File: src/rtl/matrix_loader_pkg.sv
// Shared widths and loader FSM state type for the matrix operand path.
// The multiply datapath imports the same default widths.
package matrix_loader_pkg;

  localparam int unsigned LOADER_DATA_WIDTH      = 8;
  localparam int unsigned LOADER_ADDR_WIDTH      = 13;
  localparam int unsigned LOADER_NUM_ELEMS       = 256;
  localparam int unsigned LOADER_DEBOUNCE_CYCLES = 16;

  typedef enum logic [1:0] {
    LOAD,
    WRITE,
    DONE
  } loader_state_t;

endpackage

File: src/rtl/button_debouncer.sv
// Synchronises a raw active-low button, debounces it and emits a one-cycle pulse per press.
// Releases produce no pulse.
module button_debouncer
  import matrix_loader_pkg::*;
#(
  parameter int unsigned DEBOUNCE_CYCLES = LOADER_DEBOUNCE_CYCLES
) (
  input  logic clock,
  input  logic reset_l,
  input  logic raw_l,
  output logic press_pulse
);

  localparam int unsigned CNT_WIDTH = $clog2(DEBOUNCE_CYCLES);
  localparam logic [CNT_WIDTH-1:0] CNT_MAX = CNT_WIDTH'(DEBOUNCE_CYCLES - 1);

  logic                 sync_q1;
  logic                 sync_q2;
  logic                 stable;
  logic [CNT_WIDTH-1:0] count;

  always_ff @(posedge clock or negedge reset_l) begin
    if (!reset_l) begin
      sync_q1     <= 1'b1;
      sync_q2     <= 1'b1;
      stable      <= 1'b1;
      count       <= '0;
      press_pulse <= 1'b0;
    end else begin
      sync_q1     <= raw_l;
      sync_q2     <= sync_q1;
      press_pulse <= 1'b0;
      if (sync_q2 == stable) begin
        count <= '0;
      end else if (count == CNT_MAX) begin
        stable      <= sync_q2;
        count       <= '0;
        // Only a released->pressed change (stable was 1) yields a pulse.
        press_pulse <= stable;
      end else begin
        count <= count + CNT_WIDTH'(1);
      end
    end
  end

endmodule

File: src/rtl/matrix_loader.sv
// Writes one operator-keyed element per debounced button press into the operand RAM,
// at consecutive addresses, and flags load_done once the matrix is full.
module matrix_loader
  import matrix_loader_pkg::*;
#(
  parameter int unsigned DATA_WIDTH      = LOADER_DATA_WIDTH,
  parameter int unsigned ADDR_WIDTH      = LOADER_ADDR_WIDTH,
  parameter int unsigned NUM_ELEMS       = LOADER_NUM_ELEMS,
  parameter int unsigned DEBOUNCE_CYCLES = LOADER_DEBOUNCE_CYCLES
) (
  input  logic                  clock,
  input  logic                  reset_l,
  input  logic [DATA_WIDTH-1:0] data_in,
  input  logic                  press_l,
  input  logic                  restart,
  output logic                  ram_we,
  output logic [ADDR_WIDTH-1:0] ram_addr,
  output logic [DATA_WIDTH-1:0] ram_data,
  output logic [ADDR_WIDTH:0]   elem_count,
  output logic                  load_done
);

  localparam logic [ADDR_WIDTH-1:0] LAST_ADDR  = ADDR_WIDTH'(NUM_ELEMS - 1);
  localparam logic [ADDR_WIDTH:0]   FULL_COUNT = (ADDR_WIDTH + 1)'(NUM_ELEMS);

  loader_state_t state;
  logic          press_pulse;

  button_debouncer #(
    .DEBOUNCE_CYCLES(DEBOUNCE_CYCLES)
  ) u_debouncer (
    .clock      (clock),
    .reset_l    (reset_l),
    .raw_l      (press_l),
    .press_pulse(press_pulse)
  );

  always_ff @(posedge clock or negedge reset_l) begin
    if (!reset_l) begin
      state      <= LOAD;
      ram_we     <= 1'b0;
      ram_addr   <= '0;
      ram_data   <= '0;
      elem_count <= '0;
      load_done  <= 1'b0;
    end else begin
      ram_we <= 1'b0;
      // A restart in WRITE still lets the already-raised ram_we finish this cycle.
      if (restart) begin
        state      <= LOAD;
        ram_addr   <= '0;
        elem_count <= '0;
        load_done  <= 1'b0;
      end else begin
        unique case (state)
          LOAD: begin
            if (press_pulse) begin
              ram_data <= data_in;
              ram_we   <= 1'b1;
              state    <= WRITE;
            end
          end
          WRITE: begin
            if (elem_count != FULL_COUNT) begin
              elem_count <= elem_count + (ADDR_WIDTH + 1)'(1);
            end
            if (ram_addr == LAST_ADDR) begin
              state     <= DONE;
              load_done <= 1'b1;
            end else begin
              ram_addr <= ram_addr + ADDR_WIDTH'(1);
              state    <= LOAD;
            end
          end
          DONE: begin
            load_done <= 1'b1;
          end
          default: begin
            state <= LOAD;
          end
        endcase
      end
    end
  end

endmodule

File: config.mk
export PLATFORM = sky130hd
export DESIGN_NAME = matrix_loader
export DESIGN_NICKNAME = d
export VERILOG_FILES = /design/src/rtl/matrix_loader_pkg.sv /design/src/rtl/button_debouncer.sv /design/src/rtl/matrix_loader.sv
export SDC_FILE = /design/constraint.sdc
export NUM_CORES = 1
export LEC_CHECK = 0
export ABC_AREA = 1
export CAP_MARGIN = 5
export CORE_ASPECT_RATIO = 1.2
export CORE_MARGIN = 1
export CORE_UTILIZATION = 40
export DETAILED_ROUTE_END_ITERATION = 10
export DONT_BUFFER_PORTS = 1
export GPL_ROUTABILITY_DRIVEN = 0
export SLEW_MARGIN = 5
export SYNTH_ARGS = -nofsm -noshare
export SYNTH_HDL_FRONTEND = slang
export SYNTH_HIERARCHICAL = 1
export SYNTH_SLANG_ARGS = --single-unit
File: constraint.sdc
create_clock -name clock -period 2.71 [get_ports clock]
set_input_delay 0.271 -clock clock [delete_from_list [all_inputs] [get_ports clock]]
set_output_delay 0.271 -clock clock [all_outputs]
set_load 0.01 [all_outputs]
* Yosys cells after proc, flatten, opt, wreduce, memory -nomap -nowiden
Index checks and enable logic that the tools add are counted.
** Storage, ports and cells
- Logic and storage cells :: 56
- Input bits :: 12
- Output and inout bits :: 37
- Register bits after elaboration :: 47
** Operators by class
- Equal/unequal tests :: 10
- $add $sub $neg :: 3
- Reductions and logical operators :: 10
- Bitwise operators :: 2
- Multiplexer cells :: 20
** Operator list (number)
- $mux 14 :: 3
- $mux 13 :: 3
- $add 14x1->14 const B :: 1
- $ne 14x9->1 const B :: 1
- $add 13x1->13 const B :: 1
- $eq 13x8->1 const B :: 1
- $reduce_and 2->1 :: 5
- $mux 4 :: 2
- $mux 1 :: 7
- $mux 2 :: 3
- $pmux 2 s3 :: 1
- $add 4x1->4 const B :: 1
- $eq 4x4->1 const B :: 1
- $ne 2x2->1 const B :: 2
- $reduce_bool 2->1 :: 2
- $ne 3x2->1 const B :: 1
- $ne 3x3->1 const B :: 1
- $reduce_and 3->1 :: 1
- $reduce_bool 3->1 :: 1
- $eq 2x1->1 const B :: 1
- $eq 2x2->1 const B :: 1
- $logic_not 2->1 :: 1
- $not 1->1 :: 2
- $pmux 1 s2 :: 1
- $eq 1x1->1 :: 1

* Logic depth before layout (Yosys ltp)
- Depth in word-level cells :: 4
- Mapped depth :: 10
- Depth with buffers taken out :: 9

* Modules after synthesis
Netlist, hierarchy kept.
** By module, submodules not included
- matrix_loader :: cells an instance 326, area each 2269.7 um^2, times used 1, sequential area each 975.9 um^2
- button_debouncer :: cells an instance 30, area each 329.1 um^2, times used 1, sequential area each 203.9 um^2

* Worst setup path before layout
No wires, ideal clock.
- Path type :: reg-to-reg
- From :: register ram_addr[0]
- To :: register ram_addr[9]
- Slack :: 1.111 ns
- Arrival :: 1.480 ns
- Data required time :: 2.591 ns
- Stages on the path, launching flop included :: 11
- Setup time :: 0.119 ns
- Period minus slack after synthesis :: 1.599 ns
- Buffers on the path :: 1
- Cells stage by stage :: dfrtp_1 > ha_1 > nand2_1 > nor2_4 > nand2_2 > nor2_4 > nor2_4 > nor2_8 > buf_6 > nand2_1 > nand2_1
** On the way
- Cells in the longest elaborated chain, start to end :: 4
- Elaborated cells between the ends (all ways) :: 7
- Classes of those cells :: add/sub: 1; eq/ne: 2; mux: 3; reduce/logical: 1
** RTL lines
- from (decl) :: line matrix_loader.sv:17 : output logic [ADDR_WIDTH-1:0] ram_addr,
- from (signal assigned) :: line matrix_loader.sv:71 : ram_addr <= ram_addr + ADDR_WIDTH'(1);
- $add 13x1->13 :: line matrix_loader.sv:71
- $mux 13 :: line matrix_loader.sv:67 : if (ram_addr == LAST_ADDR) begin
- $mux 13 :: line matrix_loader.sv:55 : unique case (state)
- $mux 13 :: line matrix_loader.sv:49 : if (restart) begin
Parallel ways exist; a longest one is shown, timed or not. The select of a mux whose other input is x is not followed.
A chain may end at the register's enable or synchronous reset.

* Worst setup path after layout
- From :: register ram_addr[0]
- To :: register ram_addr[2]
The elaborated chain is that of the path after synthesis.

==> flow_summary.yaml <==
floorplanning:
  die_h_microns: 90.3
  start_util_pct: 42.1
  die-area_sq_um: 6820
  dieWidth_microns: 75.6
  design.core.area_sq_um: 6170
  io_pins: 49
  rows: 31
finish:
  fillCellCount: 627
  drive_above_1_share_pct: 8.54
  n_antenna_cell: 0
  syn_to_final_growth_pct: 8.43
  final_cells: 445
  nets: 378
synthesis:
  ys_seq_elements: 47
  synth_compound_area_share_pct: 2.89
  synth_cell_type_count: 25
  netlist_area_sq_um: 2600
  yosysWarningCount: 6
  synthMuxAreaShare_pct: 0
  syn_inst: 356
  synthAdderAreaFrac_pct: 1.93
  synth_top_family_by_area: "simple AND/OR/NAND/NOR gates"
  synth_xor_xnor_area_share_pct: 2.36
  avgSynthCellArea_sq_um: 7.30
  syn_nets: 372
  yosysSeqAreaShare_pct: 45.4
  synthSimpleGateAreaFrac_pct: 41.5
timing:
  slew_violations: 0
  setup_tns_ns: 0
  slew_headroom_pct: 68.4
  skew_ns: 0.00770
  tightest_slew_ns: 0.470
  period_share_pct: 63.2
  min_period_ns: 1.71
  setup_viol: 0
  rsz0062_at_grt: "no"
  hold_viol: 0
  setup_slack_ns: 0.998
  clock.fmax_mhz: 584
worst_setup_path:
  cp-end-kind: "register"
  setup.worst_path.start: "ram_addr[0]"
  path_cells: "ha_1, nand2_1, nor2_4, nand2_2, nor2_4, o21ai_0, nand2_1, nand2_1"
  rr_worst_depth: 8
  worstReg2RegStart: "ram_addr[0]"
  critPathMaxFanout: 7
  crit_path_frequent_cell: "nand2_1"
  cp_data_required_time_ns: 2.96
  start_kind: "register"
  slowest_delay_ns: 0.48
  cp_slowest_cell: "dfrtp_1"
  arrival_ns: 1.96
  crit_type: "register to register"
  crit_buf_inv: 0
  cp_top_family: "simple AND/OR/NAND/NOR gates"
  path_depth: 8
routing:
  wl_per_cell_microns: 12.8
  drt-vias-per-instance: 4.93
  vias: 2193
  wl_mm: 5.69
  drtIter0Drc: 90
  drt_first_pass_iters: 4
  detail-route-antenna-nets: 0
  drc: 0
clocking:
  cts-buffers-inserted: 5
  clock_sink_count: 47
  cts_tree: "done"
  ctsResizeCount: 0
  worstSkewPairLatency_ns: 0.31
  cts_max_level: 2
  root_buffer: "clkbuf_8"
  cts.reportedPaths.clkPinSlew_ns: 0.10
  ctsLongestPathBuffers: 2
power:
  powerDensity_nw_per_um2: 424
  irDropWorstVdd_uv: 187
  p_total_uw: 1190
  leakagePower_uw: 0.00137
place:
  dp_slack_ns: 1.02
  dpl.hpwl_mm: 4.05
  dp.cells: 433
  port-buffer-count: 0
run_status:
  outcome: "finished, final reports clean"
min_path:
  min_path_cells: 1
  hold_class: "input port to register"
  min_from: "restart"
flow_run:
  cap_violations: 0
global_routing:
  grt.total_usage_pct: 18.2
  overflow: 0
  grt_max_degree: 48
  grt_pass1_vias: 2113
  grt_pass1_wl_mm: 9.62
  antenna_found_initial: 0
## kinds of logic (layout without fill, tap and decap cells)
| group | after synthesis | after routing |
|---|---|---|
| AND/OR/NAND/NOR | 245 | 245 |
| flip-flops | 47 | 47 |
| buffers and inverters | 38 | 45 |
| AO/OA/AOI/OAI | 15 | 15 |
| XOR/XNOR | 7 | 7 |
| adder cells (fa/ha/maj) | 4 | 4 |
## report_power, final
part | leakage (uW) | switching, uW | total, uW | internal, uW
combinational | 0.000686 | 33.7 | 48.8 | 15.1
sequential | 0.000644 | 4.59 | 712 | 707
clock | 0.0000418 | 248 | 434 | 186
total | 0.00137 | 287 | 1190 | 908
## per-stage QoR
step	utilization [%]	hold slack, ns	cell area (sq um)
final	45.7	0.0252	2820
after CTS	45.5	0.00173	2810
after global placement	43.3	-0.0231	2670
after floorplan	-	-0.0246	2600
after detailed placement	43.3	-0.0237	2670
after global routing	45.7	0.00218	2820
## cells in the mapped netlist
master | instances | share of area [%]
buf_2 | 3 | 0.58
inv_2 | 6 | 0.87
nor2_1 | 45 | 6.5
buf_6 | 1 | 0.43
dfrtp_1 | 44 | 42
xnor2_1 | 3 | 1.0
nor3_2 | 1 | 0.39
o21ai_0 | 4 | 0.77
buf_1 | 1 | 0.14
nand3b_1 | 1 | 0.29
nand4_1 | 12 | 2.9
nor3b_1 | 1 | 0.29
nor2_8 | 1 | 0.77
o21ai_1 | 8 | 1.5
dfstp_2 | 3 | 3.0
nor2_4 | 4 | 1.7
nand3_2 | 3 | 1.2
nand2_1 | 142 | 21
ha_1 | 4 | 1.9
nand3_1 | 30 | 5.8
a21oi_1 | 3 | 0.58
xor2_1 | 4 | 1.3
nand2_2 | 3 | 0.72
nor2_2 | 2 | 0.48
inv_1 | 27 | 3.9
## worst reg2reg max path, stage by stage (launching register included)
cell,delay (ns)
dfrtp_1,0.48
ha_1,0.27
nand2_1,0.12
nor2_4,0.06
nand2_2,0.10
nor2_4,0.05
o21ai_0,0.39
nand2_1,0.10
nand2_1,0.08
## path summary, 6_finish.rpt
kind | to | slack [ns]
setup / recovery | ram_addr[2] | 1.0
hold / removal | state[1] | 0.03
setup reg to reg | ram_addr[2] | 1.0
hold reg to reg | u_debouncer/sync_q2 | 0.36
max in group asynchronous | u_debouncer/stable | 1.96
min in group asynchronous | ram_data[0] | 0.47
## layout make-up
type	count	area, sq um	area share (%)
Timing Repair Buffer	4	57.6	2.04
Tap cell	82	103	3.64
Clock inverter	2	16.3	0.577
Sequential cell	47	1180	41.9
Inverter	33	124	4.40
Clock buffer	6	72.6	2.58
Multi-Input combinational cell	271	1260	44.9
## routing by layer
metal / vias to the layer above / GRT usage (%) / routed length, microns
met5: - / 0 / 0
met4: 0 / 7.25 / 116
met3: 9 / 4.80 / 273
met2: 44 / 31.6 / 2860
met1: 1009 / 20.5 / 2440
li1: 1131 / - / -
## placed cells by master (no fill, tap or decap), types with 4 or more instances in the layout
| cell | n |
|---|---|
| xor2_1 | 4 |
| dfrtp_1 | 44 |
| inv_2 | 6 |
| o21ai_0 | 4 |
| inv_1 | 27 |
| clkbuf_8 | 5 |
| nand4_1 | 12 |
| nand3_1 | 30 |
| nor2_1 | 45 |
| o21ai_1 | 8 |
| nor2_4 | 4 |
| ha_1 | 4 |
| nand2_1 | 142 |
## registers in the layout, summed over array words and instances, names as in the netlist
name / cells
ram_data: 8
state: 2
load_done: 1
u_debouncer/sync_q1: 1
u_debouncer/press_pulse: 1
u_debouncer/stable: 1
ram_addr: 13
ram_we: 1
u_debouncer/sync_q2: 1
u_debouncer/count: 4
elem_count: 14
## repair_timing
action	CTS	global route
hold endpoints to repair	48	1
hold buffers	3	1
setup buffers	0	0
No activity file was read; power rests on OpenSTA's default activity.
